<file path="src/rtl/shift_pipe_if.sv">
// Operand/result handshake bundle for shift_pipe.
// out_sticky exists only when SHIFT_PIPE_STICKY_EN is defined.
interface shift_pipe_if #(
  parameter int DIW = 8,
  parameter int SW  = $clog2(DIW),
  parameter int DOW = 2*DIW-1
);
  logic           in_valid;
  logic           in_ready;
  logic [DIW-1:0] a;
  logic [SW-1:0]  n;
  logic [1:0]     mode;
  logic           out_valid;
  logic           out_ready;
  logic [DOW-1:0] y;
`ifdef SHIFT_PIPE_STICKY_EN
  logic           out_sticky;

  modport master (output in_valid, a, n, mode, out_ready,
                  input  in_ready, out_valid, y, out_sticky);
  modport slave  (input  in_valid, a, n, mode, out_ready,
                  output in_ready, out_valid, y, out_sticky);
`else
  modport master (output in_valid, a, n, mode, out_ready,
                  input  in_ready, out_valid, y);
  modport slave  (input  in_valid, a, n, mode, out_ready,
                  output in_ready, out_valid, y);
`endif
endinterface

</file>
<file path="src/rtl/shift_pipe.sv">
// Pipelined LSL/LSR/ASR/ROL barrel shifter, one log2 stage per register, valid/ready flow.
// Optional sticky output (OR of bits shifted past bit 0) under SHIFT_PIPE_STICKY_EN.
module shift_pipe #(
  parameter int DIW = 8,
  parameter int SW  = $clog2(DIW),
  parameter int DOW = 2*DIW-1
) (
  input  logic         clk,
  input  logic         rst,
  shift_pipe_if.slave  bus
);
  if (DIW < 2 || (DIW & (DIW-1)) != 0) begin : g_chk
    $error("shift_pipe: DIW must be a power of 2 and >= 2");
  end

  localparam logic [1:0] LSL = 2'b00, LSR = 2'b01, ASR = 2'b10, ROL = 2'b11;

  typedef struct packed {
    logic [DOW-1:0] d;
    logic [1:0]     mode;
    logic [SW-1:0]  n;
`ifdef SHIFT_PIPE_STICKY_EN
    logic           stk;
`endif
  } stg_t;

  stg_t          in_s;
  logic [SW-1:0] vld_q;
  logic          stall;

  // Whole pipe freezes on a blocked output; bubbles travel with the stages.
  assign stall        = vld_q[SW-1] & ~bus.out_ready;
  assign bus.in_ready = ~stall;
  assign bus.out_valid = vld_q[SW-1];

  always_comb begin
    in_s      = '0;
    in_s.d    = (bus.mode == ASR) ? {{(DOW-DIW){bus.a[DIW-1]}}, bus.a}
                                  : {{(DOW-DIW){1'b0}}, bus.a};
    in_s.mode = bus.mode;
    in_s.n    = bus.n;
  end

  always_ff @(posedge clk or posedge rst) begin
    if (rst)         vld_q <= '0;
    else if (!stall) vld_q <= (vld_q << 1) | SW'(bus.in_valid);
  end

  for (genvar k = 0; k < SW; k++) begin : g_stg
    localparam int SH = 1 << k;
    stg_t           src, d_d, q;
    logic [DIW-1:0] lo;

    if (k == 0) begin : g_first
      assign src = in_s;
    end else begin : g_next
      assign src = g_stg[k-1].q;
    end

    always_comb begin
      d_d = src;
      lo  = src.d[DIW-1:0];
      if (src.n[k]) begin
        case (src.mode)
          LSL: d_d.d = src.d << SH;
          LSR: begin
            d_d.d = src.d >> SH;
`ifdef SHIFT_PIPE_STICKY_EN
            d_d.stk = src.stk | (|src.d[SH-1:0]);
`endif
          end
          ASR: begin
            d_d.d = $unsigned($signed(src.d) >>> SH);
`ifdef SHIFT_PIPE_STICKY_EN
            d_d.stk = src.stk | (|src.d[SH-1:0]);
`endif
          end
          // Rotation is confined to the low DIW bits; the widened top stays zero.
          default: d_d.d = {{(DOW-DIW){1'b0}}, (lo << SH) | (lo >> (DIW-SH))};
        endcase
      end
    end

    always_ff @(posedge clk or posedge rst) begin
      if (rst)         q <= '0;
      else if (!stall) q <= d_d;
    end
  end

  assign bus.y = g_stg[SW-1].q.d;
`ifdef SHIFT_PIPE_STICKY_EN
  assign bus.out_sticky = g_stg[SW-1].q.stk;
`endif

  logic unused_tail;
  assign unused_tail = ^{g_stg[SW-1].q.mode, g_stg[SW-1].q.n};
endmodule
</file>
<file path="src/flat_wrapper.sv">
// flat-port wrapper written by rule: the top's interface ports become plain ports
module shift_pipe_flat 
#(
  parameter int DIW = 8,
  parameter int SW  = $clog2(DIW),
  parameter int DOW = 2*DIW-1
)
  (clk, rst, bus_in_valid, bus_a, bus_n, bus_mode, bus_out_ready, bus_in_ready, bus_out_valid, bus_y);
  shift_pipe_if #(.DIW(DIW), .SW(SW), .DOW(DOW)) bus_i ();
  input  logic clk;
  input  logic rst;
  input wire logic [$bits(bus_i.in_valid)-1:0] bus_in_valid;
  input wire logic [$bits(bus_i.a)-1:0] bus_a;
  input wire logic [$bits(bus_i.n)-1:0] bus_n;
  input wire logic [$bits(bus_i.mode)-1:0] bus_mode;
  input wire logic [$bits(bus_i.out_ready)-1:0] bus_out_ready;
  output wire logic [$bits(bus_i.in_ready)-1:0] bus_in_ready;
  output wire logic [$bits(bus_i.out_valid)-1:0] bus_out_valid;
  output wire logic [$bits(bus_i.y)-1:0] bus_y;
  assign bus_i.in_valid = bus_in_valid;
  assign bus_i.a = bus_a;
  assign bus_i.n = bus_n;
  assign bus_i.mode = bus_mode;
  assign bus_i.out_ready = bus_out_ready;
  assign bus_in_ready = bus_i.in_ready;
  assign bus_out_valid = bus_i.out_valid;
  assign bus_y = bus_i.y;
  shift_pipe #(.DIW(DIW), .SW(SW), .DOW(DOW)) u_core (.clk(clk), .rst(rst), .bus(bus_i));
endmodule
</file>
<file path="config.mk">
export PLATFORM = sky130hd
export DESIGN_NAME = shift_pipe_flat
export DESIGN_NICKNAME = d
export VERILOG_FILES = /design/src/rtl/shift_pipe_if.sv /design/src/rtl/shift_pipe.sv /design/src/flat_wrapper.sv
export SDC_FILE = /design/constraint.sdc
export NUM_CORES = 1
export LEC_CHECK = 0
export ABC_AREA = 0
export CAP_MARGIN = 20
export CORE_MARGIN = 2
export CORE_UTILIZATION = 59
export CTS_CLUSTER_DIAMETER = 150
export DETAILED_ROUTE_END_ITERATION = 7
export GPL_ROUTABILITY_DRIVEN = 0
export HOLD_SLACK_MARGIN = 0.12
export PLACE_DENSITY = 0.94
export SLEW_MARGIN = 20
export SYNTH_ARGS = -nofsm -noshare
export SYNTH_HDL_FRONTEND = slang
export SYNTH_SLANG_ARGS = --single-unit
</file>
<file path="constraint.sdc">
create_clock -name clk -period 3.3 [get_ports clk]
set_clock_uncertainty 0.05 [all_clocks]
set_input_delay 0.66 -clock clk [delete_from_list [all_inputs] [get_ports clk]]
set_output_delay 0.66 -clock clk [all_outputs]
set_load 0.01 [all_outputs]
</file>
Yosys cells after proc, flatten, opt, wreduce, memory -nomap -nowiden. Index checks and enable logic that the tools add are counted. Widths: inputs -> output; s select.

Output and inout bits: 17. Flip-flop bits (word level): 58. Input bits: 17. Word-level logic and storage cells: 31.

Muxes and demuxes: 7. Equal/unequal tests: 6. Bitwise logic cells: 7. Reductions and logical operators: 3.

Operators by type and width (count): $pmux 15 s3 (3); $mux 15 (4); $or 8x1->8 (1); $or 8x2->8 (1); $or 8x4->8 (1); $eq 2x1->1 const B (3); $eq 2x2->1 const B (3); $logic_not 2->1 (3); $or 3x1->3 (1); $not 1->1 (2); $and 1x1->1 (1).

Logic depth before layout (Yosys ltp). Gate-level depths: netlist (run 1).

Depth after elaboration: 5. Mapped depth: 6. Mapped depth without buffers: 4.

Worst setup path after synthesis (run 1). OpenSTA, ideal clock, no wires.

Kind: input to output. Start: input port bus_out_ready. End: output port bus_in_ready. Stages: 4. Arrival time: 1.138 ns. Path buffers: 2. Required time: 2.590 ns. Path slack: 1.452 ns. Cell sequence: nor2b_1 > buf_2 > inv_2 > buf_2.

Word-level cells in the longest chain between the ends: 3.

RTL lines: from (decl) (RTL line flat_wrapper.sv:16) `input wire logic [$bits(bus_i.out_ready)-1:0] bus_out_ready;`; $not 1->1 (RTL line shift_pipe.sv:32) `assign stall = vld_q[SW-1] & ~bus.out_ready;`; $and 1x1->1 (RTL line shift_pipe.sv:32); $not 1->1 (RTL line shift_pipe.sv:33) `assign bus.in_ready = ~stall;`; to (decl) (RTL line flat_wrapper.sv:17) `output wire logic [$bits(bus_i.in_ready)-1:0] bus_in_ready;`.

No other way between the ends.

Final worst setup path (run 1). Ends and elaborated chain as after synthesis.

==> metrics.csv, run 1 <==
metric,value,unit
worst min path class,flip-flop to flip-flop,
RSZ-0062 raised after global routing,false,
largest delay contributor family on the critical path,buffers and inverters,
clock insertion delay at the later pin of the skew report,310,ps
Synth Instances,270,
final setup violation count,0,
CTS Buf Count,5,
cells resized by post-CTS repair,0,
PnR worst setup slack,704,ps
IO Pins,34,
status,"finished, final reports clean",
r2r endpoint,u_core.g_stg[1].q[11]$_DFFE_PP0N_,
Max Cap Violations,0,
worst setup path end,bus_in_ready,
via count,2091,
R2R cell count,5,
PortBufs,33,
Max Fanout on Critical Path,5,
CP startpoint kind,input pin,
fmax,385,MHz
Yosys cell types,34,
Synth Net Count,287,
final hold vios,0,
Max Buffers Root-to-Sink,2,
yosys warns,0,
Sink Count,49,
synthesized cell area,2560,µm²
area of the core,4090,µm²
CP Launch Point,bus_out_ready,
Die H,69.9,µm
CTS tree,yes,
Worst-Margin Slew,569,ps
endpoint type of the worst setup path,output pin,
Rows,23,
synth-to-layout area growth,18.3,%
setup TNS,0,ps
Starting Density,62.8,%
Final Power,2490,µW
DPL Wire Length,3.80,mm
Tcrit/Tclk final,78.7,%
clock-pin slew on the worst setup and hold paths,90,ps
drt wl/cell,16.0,µm
fin nets,312,
die width,69.9,µm
antenna violations before repair,0,
Tot GR Track Use,23.8,%
fin area,3030,µm²
1st-iter DRT viols,182,
worst r2r src,u_core.vld_q[2]$_DFFE_PP0N_,
Mean Syn Cell Area,9.50,µm²
Final Critical Period,2600,ps
Levels on crit path,4,
WP data required,2590,ps
DRC Markers,0,
crit-path max cell delay,480,ps
post-synthesis sequential area ratio,47.8,%
critical path class,input pin to output pin,
clk root buf,clkbuf_8,
total wire length,5.54,mm
n_diodes,0,
Slew headroom,62.1,%
grt total ovfl,0,
crit-path cells,"clkdlybuf4s50_1, nor2b_2, inv_2, clkdlybuf4s50_1",
first-pass GRT wire length,9.27,mm
Slew Limit Fails,0,
Post-CTS Setup Repair Bufs,0,
most frequent CP cell,clkdlybuf4s50_1,
"Cell Area, Placed",2880,µm²
share of cells above drive strength 1,8.45,%
"FF+latch count, synth",49,
Power per Cell Area,820,nW/µm²
Min Hold Slack,423,ps
worst vdd ir,0.338,mV
first drt pass iteration count,4,
"Arr. time, crit path",1890,ps
ANT nets after route,0,
Placement Setup Slack,730,ps
CP Buf/Inv Count,3,
flop-to-flop setup slack,1490,ps
post-DR vias/cell,6.04,
H-tree depth,2,
"commonest non-fill, non-tap cell in the layout",nand2_1,
die area,4890,µm²
most frequent cells in the layout,"57 x nand2_1, 49 x dfrtp_1, 33 x clkdlybuf4s50_1",
pin count of the biggest net entering global routing,52,
hold buffers post-CTS,0,
Leakage,0.00134,µW
vias in the first global route,2028,
critical path's slowest cell,clkdlybuf4s50_1,
area by class of cell:
type	count	area [µm²]
tap	50	62.6
clock inverter	3	65.1
fill	296	1050
inverter	7	26.3
clock buffer	5	68.8
multi-input combinational	196	1220
sequential	49	1230
timing repair buffer	36	365
worst register-to-register path, delay by kind of cell, from the launching register on:
kind / cells / cell delay, ps
and+or+nand+nor: 2 / 490
buffers and inverters: 2 / 470
DFF: 1 / 450
AOI/OAI and AO/OA: 1 / 260
worst min path at each step:
| stage | start | to | slack [ps] | cells past startpoint |
|---|---|---|---|---|
| 6_report | u_core.vld_q[0]$_DFFE_PP0N_ | u_core.vld_q[0]$_DFFE_PP0N_ | 420 | 2 |
| 5_1_grt | u_core.vld_q[1]$_DFFE_PP0N_ | u_core.vld_q[1]$_DFFE_PP0N_ | 450 | 2 |
| 4_1_cts | u_core.vld_q[1]$_DFFE_PP0N_ | u_core.vld_q[2]$_DFFE_PP0N_ | 420 | 1 |
| 3_5_place_dp | u_core.vld_q[1]$_DFFE_PP0N_ | u_core.vld_q[2]$_DFFE_PP0N_ | 400 | 1 |
| 3_3_place_gp | u_core.vld_q[1]$_DFFE_PP0N_ | u_core.vld_q[1]$_DFFE_PP0N_ | 400 | 2 |
| 2_1_floorplan | u_core.vld_q[1]$_DFFE_PP0N_ | u_core.vld_q[1]$_DFFE_PP0N_ | 380 | 2 |
per-stage QoR:
stage	std cells	util, %
2_1_floorplan	270	-
3_3_place_gp	337	70.5
3_5_place_dp	337	70.5
4_1_cts	345	73.8
5_1_grt	346	74.2
6_report	346	74.2
per-layer routing:
layer | vias to the layer above | wire, µm | GRT usage, %
met5 | - | 0 | 0
met4 | 0 | 108 | 9.62
met3 | 11 | 308 | 4.91
met2 | 83 | 2880 | 43.2
met1 | 989 | 2240 | 27.3
li1 | 1008 | - | -
flip-flops by register name, summed over array words and instances, names as in the netlist:
register,flops
u_core.bus.y,15
u_core.vld_q,3
u_core.g_stg.q,31
cell families (layout without fill, tap and decap cells):
logic type             count (synthesis)  count (layout)  synth area share [%]
AND/OR/NAND/NOR                       97              97                  16.7
AO/OA/AOI/OAI                         71              71                  18.1
flip-flops                            49              49                  47.8
buffers and inverters                 25              51                  4.73
multiplexers                          24              24                  9.80
XOR/XNOR                               4               4                  2.83
where the power goes:
group | internal [µW] | switching [µW]
Clock | 301 | 206
Sequential | 813 | 244
Combinational | 466 | 457
synthesized netlist by cell type:
master	n	share of area, %
o211ai_1	12	3.5
a2bb2oi_1	3	1.0
nor2_1	10	1.5
a31oi_1	7	1.7
o221a_2	1	0.44
o21ai_0	29	5.7
xor2_1	1	0.34
a221oi_2	1	0.59
clkbuf_1	3	0.44
dfrtp_1	49	48
a21oi_1	5	0.98
inv_1	5	0.73
nor3b_1	1	0.29
buf_2	13	2.5
xnor2_1	1	0.34
mux2_2	5	2.2
o211ai_2	1	0.49
clkinv_1	1	0.15
nand2b_1	1	0.24
and3b_1	4	1.4
buf_4	1	0.29
nor2b_1	7	1.7
a221oi_1	7	2.4
xnor2_4	1	1.1
xor2_4	1	1.1
buf_6	1	0.44
a22o_1	1	0.34
mux2_4	1	0.59
o21ai_1	3	0.59
o211a_1	1	0.39
nand3_1	17	3.3
inv_2	1	0.15
nand2_1	57	8.3
mux2i_1	18	7.0
Note: power is estimated with default switching activity, not from simulation.
==> run 2: changes to the inputs <==
--- a/config.mk
+++ b/config.mk
@@ -8,12 +8,12 @@
 export ABC_AREA = 0
 export CAP_MARGIN = 20
 export CORE_MARGIN = 2
-export CORE_UTILIZATION = 59
+export CORE_UTILIZATION = 55
 export CTS_CLUSTER_DIAMETER = 150
 export DETAILED_ROUTE_END_ITERATION = 7
 export GPL_ROUTABILITY_DRIVEN = 0
 export HOLD_SLACK_MARGIN = 0.12
-export PLACE_DENSITY = 0.94
+export PLACE_DENSITY = 0.89
 export SLEW_MARGIN = 20
 export SYNTH_ARGS = -nofsm -noshare
 export SYNTH_HDL_FRONTEND = slang
==> constraint.sdc (replaced) <==
create_clock -name clk -period 2.6 [get_ports clk]
set_clock_uncertainty 0.05 [all_clocks]
set_input_delay 0.52 -clock clk [delete_from_list [all_inputs] [get_ports clk]]
set_output_delay 0.52 -clock clk [all_outputs]
set_load 0.01 [all_outputs]
==> run 2 against run 1 <==
Flip-flop and latch count did not move. Largest cell class unchanged. Non-clock buffer count did not move. Wire length fell by 3.2%. Register-to-register slack got worse by 630 ps. Final area fell by 1.2%. Highest routed layer unchanged. Critical path depth did not move.
==> metrics.csv, run 2 (synthesis gave the netlist of run 1 again) <==
metric,value,unit
most frequent cells in the layout,"57 x nand2_1, 49 x dfrtp_1, 33 x clkdlybuf4s50_1",
"commonest non-fill, non-tap cell in the layout",nand2_1,
r2r endpoint,u_core.g_stg[1].q[8]$_DFFE_PP0N_,
fmax,437,MHz
status,"finished, final reports clean",
die width,72.3,µm
Max Fanout on Critical Path,5,
CTS Buf Count,5,
first drt pass iteration count,4,
Non-Filler Instances,348,
Rows,24,
Slew headroom,62.6,%
DPL Wire Length,3.87,mm
Inst Count DP,340,
antenna violations before repair,0,
drt wl/cell,15.4,µm
WP data required,2030,ps
ANT nets after route,0,
H-tree depth,2,
DRC Markers,0,
die area,5230,µm²
internal power,1840,µW
Tcrit/Tclk final,88.0,%
Starting Density,58.1,%
critical path class,input pin to output pin,
Tot GR Track Use,22.6,%
clock-pin slew on the worst setup and hold paths,90,ps
setup TNS,0,ps
Leakage,0.00132,µW
CP startpoint kind,input pin,
share of cells above drive strength 1,8.45,%
first-pass GRT wire length,9.09,mm
cells resized by post-CTS repair,0,
Comb pwr share,39.0,%
synth-to-layout area growth,16.9,%
flop-to-flop setup slack,860,ps
Sink Count,49,
Hold Path Sink,u_core.vld_q[2]$_DFFE_PP0N_,
1st-iter DRT viols,190,
Worst Hold Depth,1,
Post-CTS Setup Repair Bufs,0,
area of the core,4410,µm²
Sw Pwr,1130,µW
max reg flops,31,
vias in the first global route,1930,
Sw Share,38.0,%
Max Cap Violations,0,
clk root buf,clkbuf_8,
hold buffers post-CTS,0,
Die H,72.3,µm
pin count of the biggest net entering global routing,52,
final setup violation count,0,
CTS tree,yes,
Sequential Power Share,45.1,%
PortBufs,33,
worst vdd ir,0.410,mV
Slew Limit Fails,0,
fin nets,312,
total wire length,5.36,mm
Worst-Margin Slew,562,ps
Hold Path Origin,u_core.vld_q[1]$_DFFE_PP0N_,
grt total ovfl,0,
RSZ-0062 raised after global routing,false,
via count,2050,
post-DR vias/cell,5.89,
IO Pins,34,
R2R cell count,5,
n_diodes,0,
clock insertion delay at the later pin of the skew report,300,ps
largest register by flop count,u_core.g_stg.q,
Power per Cell Area,989,nW/µm²
worst min path class,flip-flop to flip-flop,
Final Critical Period,2290,ps
Clock power frac,15.9,%
fillers,362,
final hold vios,0,
"Arr. time, crit path",1720,ps
endpoint type of the worst setup path,output pin,
worst r2r src,u_core.vld_q[2]$_DFFE_PP0N_,
Max Buffers Root-to-Sink,2,
[run 2: cell types whose count changed in the layout (fill, tap and decap cells not counted)]
cell       delta
bufinv_16     -2
clkbuf_8      +1
clkinv_4      +1
[run 2: metrics by stage]
step	hold slack, ps	total power, µW	setup slack [ps]	util, %	area [µm²]
after floorplan	380	2070	857	-	2560
final	427	2960	313	67.9	3000
after global placement	400	2440	325	65.8	2900
after global routing	462	3180	247	67.9	3000
after CTS	431	2980	298	67.9	3000
after detailed placement	410	2520	304	65.8	2900
[run 2: critical path: stages]
cell,delay [ps]
clkdlybuf4s50_1,470
nor2b_2,210
inv_2,50
clkdlybuf4s50_1,470
[run 2: how the worst max path moves through the flow]
| stage | start | end | slack, ps | depth (start not counted) |
|---|---|---|---|---|
| floorplan | rst | u_core.bus.y[0]$_DFFE_PP0N_ | 860 | 1 |
| global placement | bus_out_ready | bus_in_ready | 320 | 4 |
| CTS | bus_out_ready | bus_in_ready | 300 | 4 |
| finish | bus_out_ready | bus_in_ready | 310 | 4 |
| global route | bus_out_ready | bus_in_ready | 250 | 4 |
| detailed placement | bus_out_ready | bus_in_ready | 300 | 4 |
[run 2: per-layer routing]
metal	track usage (%)	vias to the layer above	wire length, µm
met5	0	-	0
met4	7.13	0	81
met3	3.89	7	206
met2	40.4	51	2800
met1	27.7	987	2270
li1	-	1005	-
[run 2: layout make-up]
cell class | count | area (µm²) | area share [%]
repair buffers | 36 | 365 | 12.2
inverters | 7 | 26.3 | 0.876
clock inverters | 2 | 13.8 | 0.459
multi-input cells | 196 | 1220 | 40.7
clock buffers | 6 | 82.6 | 2.75
well taps | 52 | 65.1 | 2.17
flip-flops and latches | 49 | 1230 | 40.9
[run 2: power by group through the flow]
stage               Clock, µW  Sequential [µW]  Combinational (µW)
floorplan                   0             1260                 808
detailed placement          0             1350                1160
global placement            0             1320                1120
global route              513             1380                1290
finish                    471             1340                1160
CTS                       482             1330                1170
==> run 3: changes to the inputs <==
--- a/config.mk
+++ b/config.mk
@@ -8,12 +8,14 @@
 export ABC_AREA = 0
 export CAP_MARGIN = 20
 export CORE_MARGIN = 2
-export CORE_UTILIZATION = 55
+export CORE_UTILIZATION = 57
+export CTS_BUF_LIST = sky130_fd_sc_hd__clkbuf_4
 export CTS_CLUSTER_DIAMETER = 150
+export CTS_CLUSTER_SIZE = 25
 export DETAILED_ROUTE_END_ITERATION = 7
 export GPL_ROUTABILITY_DRIVEN = 0
 export HOLD_SLACK_MARGIN = 0.12
-export PLACE_DENSITY = 0.89
+export PLACE_DENSITY = 0.91
 export SLEW_MARGIN = 20
 export SYNTH_ARGS = -nofsm -noshare
 export SYNTH_HDL_FRONTEND = slang
==> run 3 against run 2 <==
Maximum frequency decreased by 0.47%. Setup slack got worse by 11 ps. Cell count increased by 0.29%. Power decreased by 0.83%. Via count increased by 0.20%. Clock power decreased by 4.5%. Worst hold slack got worse by 2.3 ps. Sequential power about the same. Wire length increased by 1.1%. Core utilization increased by 0.71 points. Highest routed layer unchanged.
==> metrics.csv, run 3 (synthesis gave the netlist of run 1 again) <==
metric,value,unit
CTS Buf Count,5,
Post-CTS Setup Repair Bufs,0,
share of cells above drive strength 1,8.42,%
clock insertion delay at the later pin of the skew report,360,ps
DRC Markers,0,
fin nets,313,
Die H,71.1,µm
PnR worst setup slack,302,ps
max reg flops,31,
CP startpoint kind,input pin,
status,"finished, final reports clean",
first drt pass iteration count,5,
fillers,369,
Leakage,0.00132,µW
Clock power frac,15.3,%
Placement Setup Slack,277,ps
largest delay contributor family on the critical path,buffers and inverters,
crit-path max cell delay,480,ps
most frequent CP cell,clkdlybuf4s50_1,
first-pass GRT wire length,9.52,mm
antenna violations before repair,0,
Max Fanout on Critical Path,5,
most frequent cells in the layout,"57 x nand2_1, 49 x dfrtp_1, 33 x clkdlybuf4s50_1",
vias in the first global route,2065,
worst r2r src,u_core.vld_q[2]$_DFFE_PP0N_,
Max Buffers Root-to-Sink,2,
total wire length,5.42,mm
hold buffers post-CTS,0,
area of the core,4350,µm²
endpoint type of the worst setup path,output pin,
flop-to-flop setup slack,790,ps
crit-path cells,"clkdlybuf4s50_1, nor2b_2, inv_2, clkdlybuf4s50_1",
Slew headroom,62.3,%
Power per Cell Area,984,nW/µm²
cells resized by post-CTS repair,0,
H-tree depth,2,
Slew Limit Fails,0,
via count,2054,
pin count of the biggest net entering global routing,52,
synth-to-layout area growth,16.5,%
n_diodes,0,
RSZ-0062 raised after global routing,false,
Sink Count,49,
Starting Density,58.9,%
largest register by flop count,u_core.g_stg.q,
die width,71.1,µm
Max Cap Violations,0,
setup TNS,0,ps
"commonest non-fill, non-tap cell in the layout",nand2_1,
critical path's slowest cell,clkdlybuf4s50_1,
ANT nets after route,0,
Comb pwr share,39.5,%
r2r endpoint,u_core.g_stg[1].q[8]$_DFFE_PP0N_,
final hold vios,0,
fmax,435,MHz
post-DR vias/cell,5.89,
PortBufs,33,
die area,5050,µm²
Rows,24,
Levels on crit path,4,
CP Launch Point,bus_out_ready,
drt wl/cell,15.5,µm
Final Critical Period,2300,ps
Tot GR Track Use,23.7,%
internal power,1830,µW
IO Pins,34,
Min Hold Slack,425,ps
Final Power,2940,µW
Sequential Power Share,45.2,%
Sw Pwr,1110,µW
worst vdd ir,0.414,mV
Worst-Margin Slew,565,ps
worst min path class,flip-flop to flip-flop,
final setup violation count,0,
CP Buf/Inv Count,3,
1st-iter DRT viols,136,
WP data required,2030,ps
DPL Wire Length,3.90,mm
R2R cell count,5,
grt total ovfl,0,
clock-pin slew on the worst setup and hold paths,140,ps
Sw Share,37.7,%
worst setup path end,bus_in_ready,
Tcrit/Tclk final,88.4,%
clk root buf,clkbuf_4,
CTS tree,yes,
"Arr. time, crit path",1730,ps
critical path class,input pin to output pin,
[run 3: power groups by stage]
stage                     sequential, µW  combinational (µW)  clock [µW]
after floorplan                     1260                 808           0
after global placement              1320                1120           0
after detailed placement            1340                1170           0
after CTS                           1320                1170         450
after global routing                1370                1290         487
final                               1330                1160         450
[run 3: worst min path at each step]
stage	startpoint	end	slack [ps]	cells past startpoint
floorplan	u_core.vld_q[1]$_DFFE_PP0N_	u_core.vld_q[1]$_DFFE_PP0N_	380	2
global placement	u_core.vld_q[1]$_DFFE_PP0N_	u_core.vld_q[1]$_DFFE_PP0N_	400	2
detailed placement	u_core.vld_q[1]$_DFFE_PP0N_	u_core.vld_q[1]$_DFFE_PP0N_	400	2
CTS	u_core.vld_q[1]$_DFFE_PP0N_	u_core.vld_q[1]$_DFFE_PP0N_	430	2
global route	rst	u_core.g_stg[1].q[15]$_DFFE_PP0N_	470	2
finish	u_core.vld_q[1]$_DFFE_PP0N_	u_core.vld_q[1]$_DFFE_PP0N_	420	2
[run 3: worst min-delay path, cell delays in order, from the launching register on]
cell     delay (ps)
dfrtp_1         360
nand2_1          50
nand2_1          40
[run 3: layer usage]
metal  global-route usage [%]  up-vias  share of wire, %
met3                     4.99        6               3.4
met4                     6.92        0              0.94
met1                     28.5      994                43
met5                        0        -                 0
met2                     42.7       45                53
li1                         -     1009                 -
[run 3: metrics by stage]
stage               utilization, %  cells  cell area (µm²)
floorplan                        -    270             2560
global placement              66.8    341             2910
detailed placement            66.8    341             2910
CTS                           68.6    349             2990
global route                  68.6    349             2990
finish                        68.6    349             2990
[run 3: layout make-up]
class | count | area (µm²) | share of cell area [%]
repair buffers | 37 | 373 | 12.5
clock inverters | 2 | 33.8 | 1.13
clock buffers | 6 | 45.0 | 1.51
inverters | 7 | 26.3 | 0.879
multi-input cells | 196 | 1220 | 40.8
flip-flops and latches | 49 | 1230 | 41.0
well taps | 52 | 65.1 | 2.18
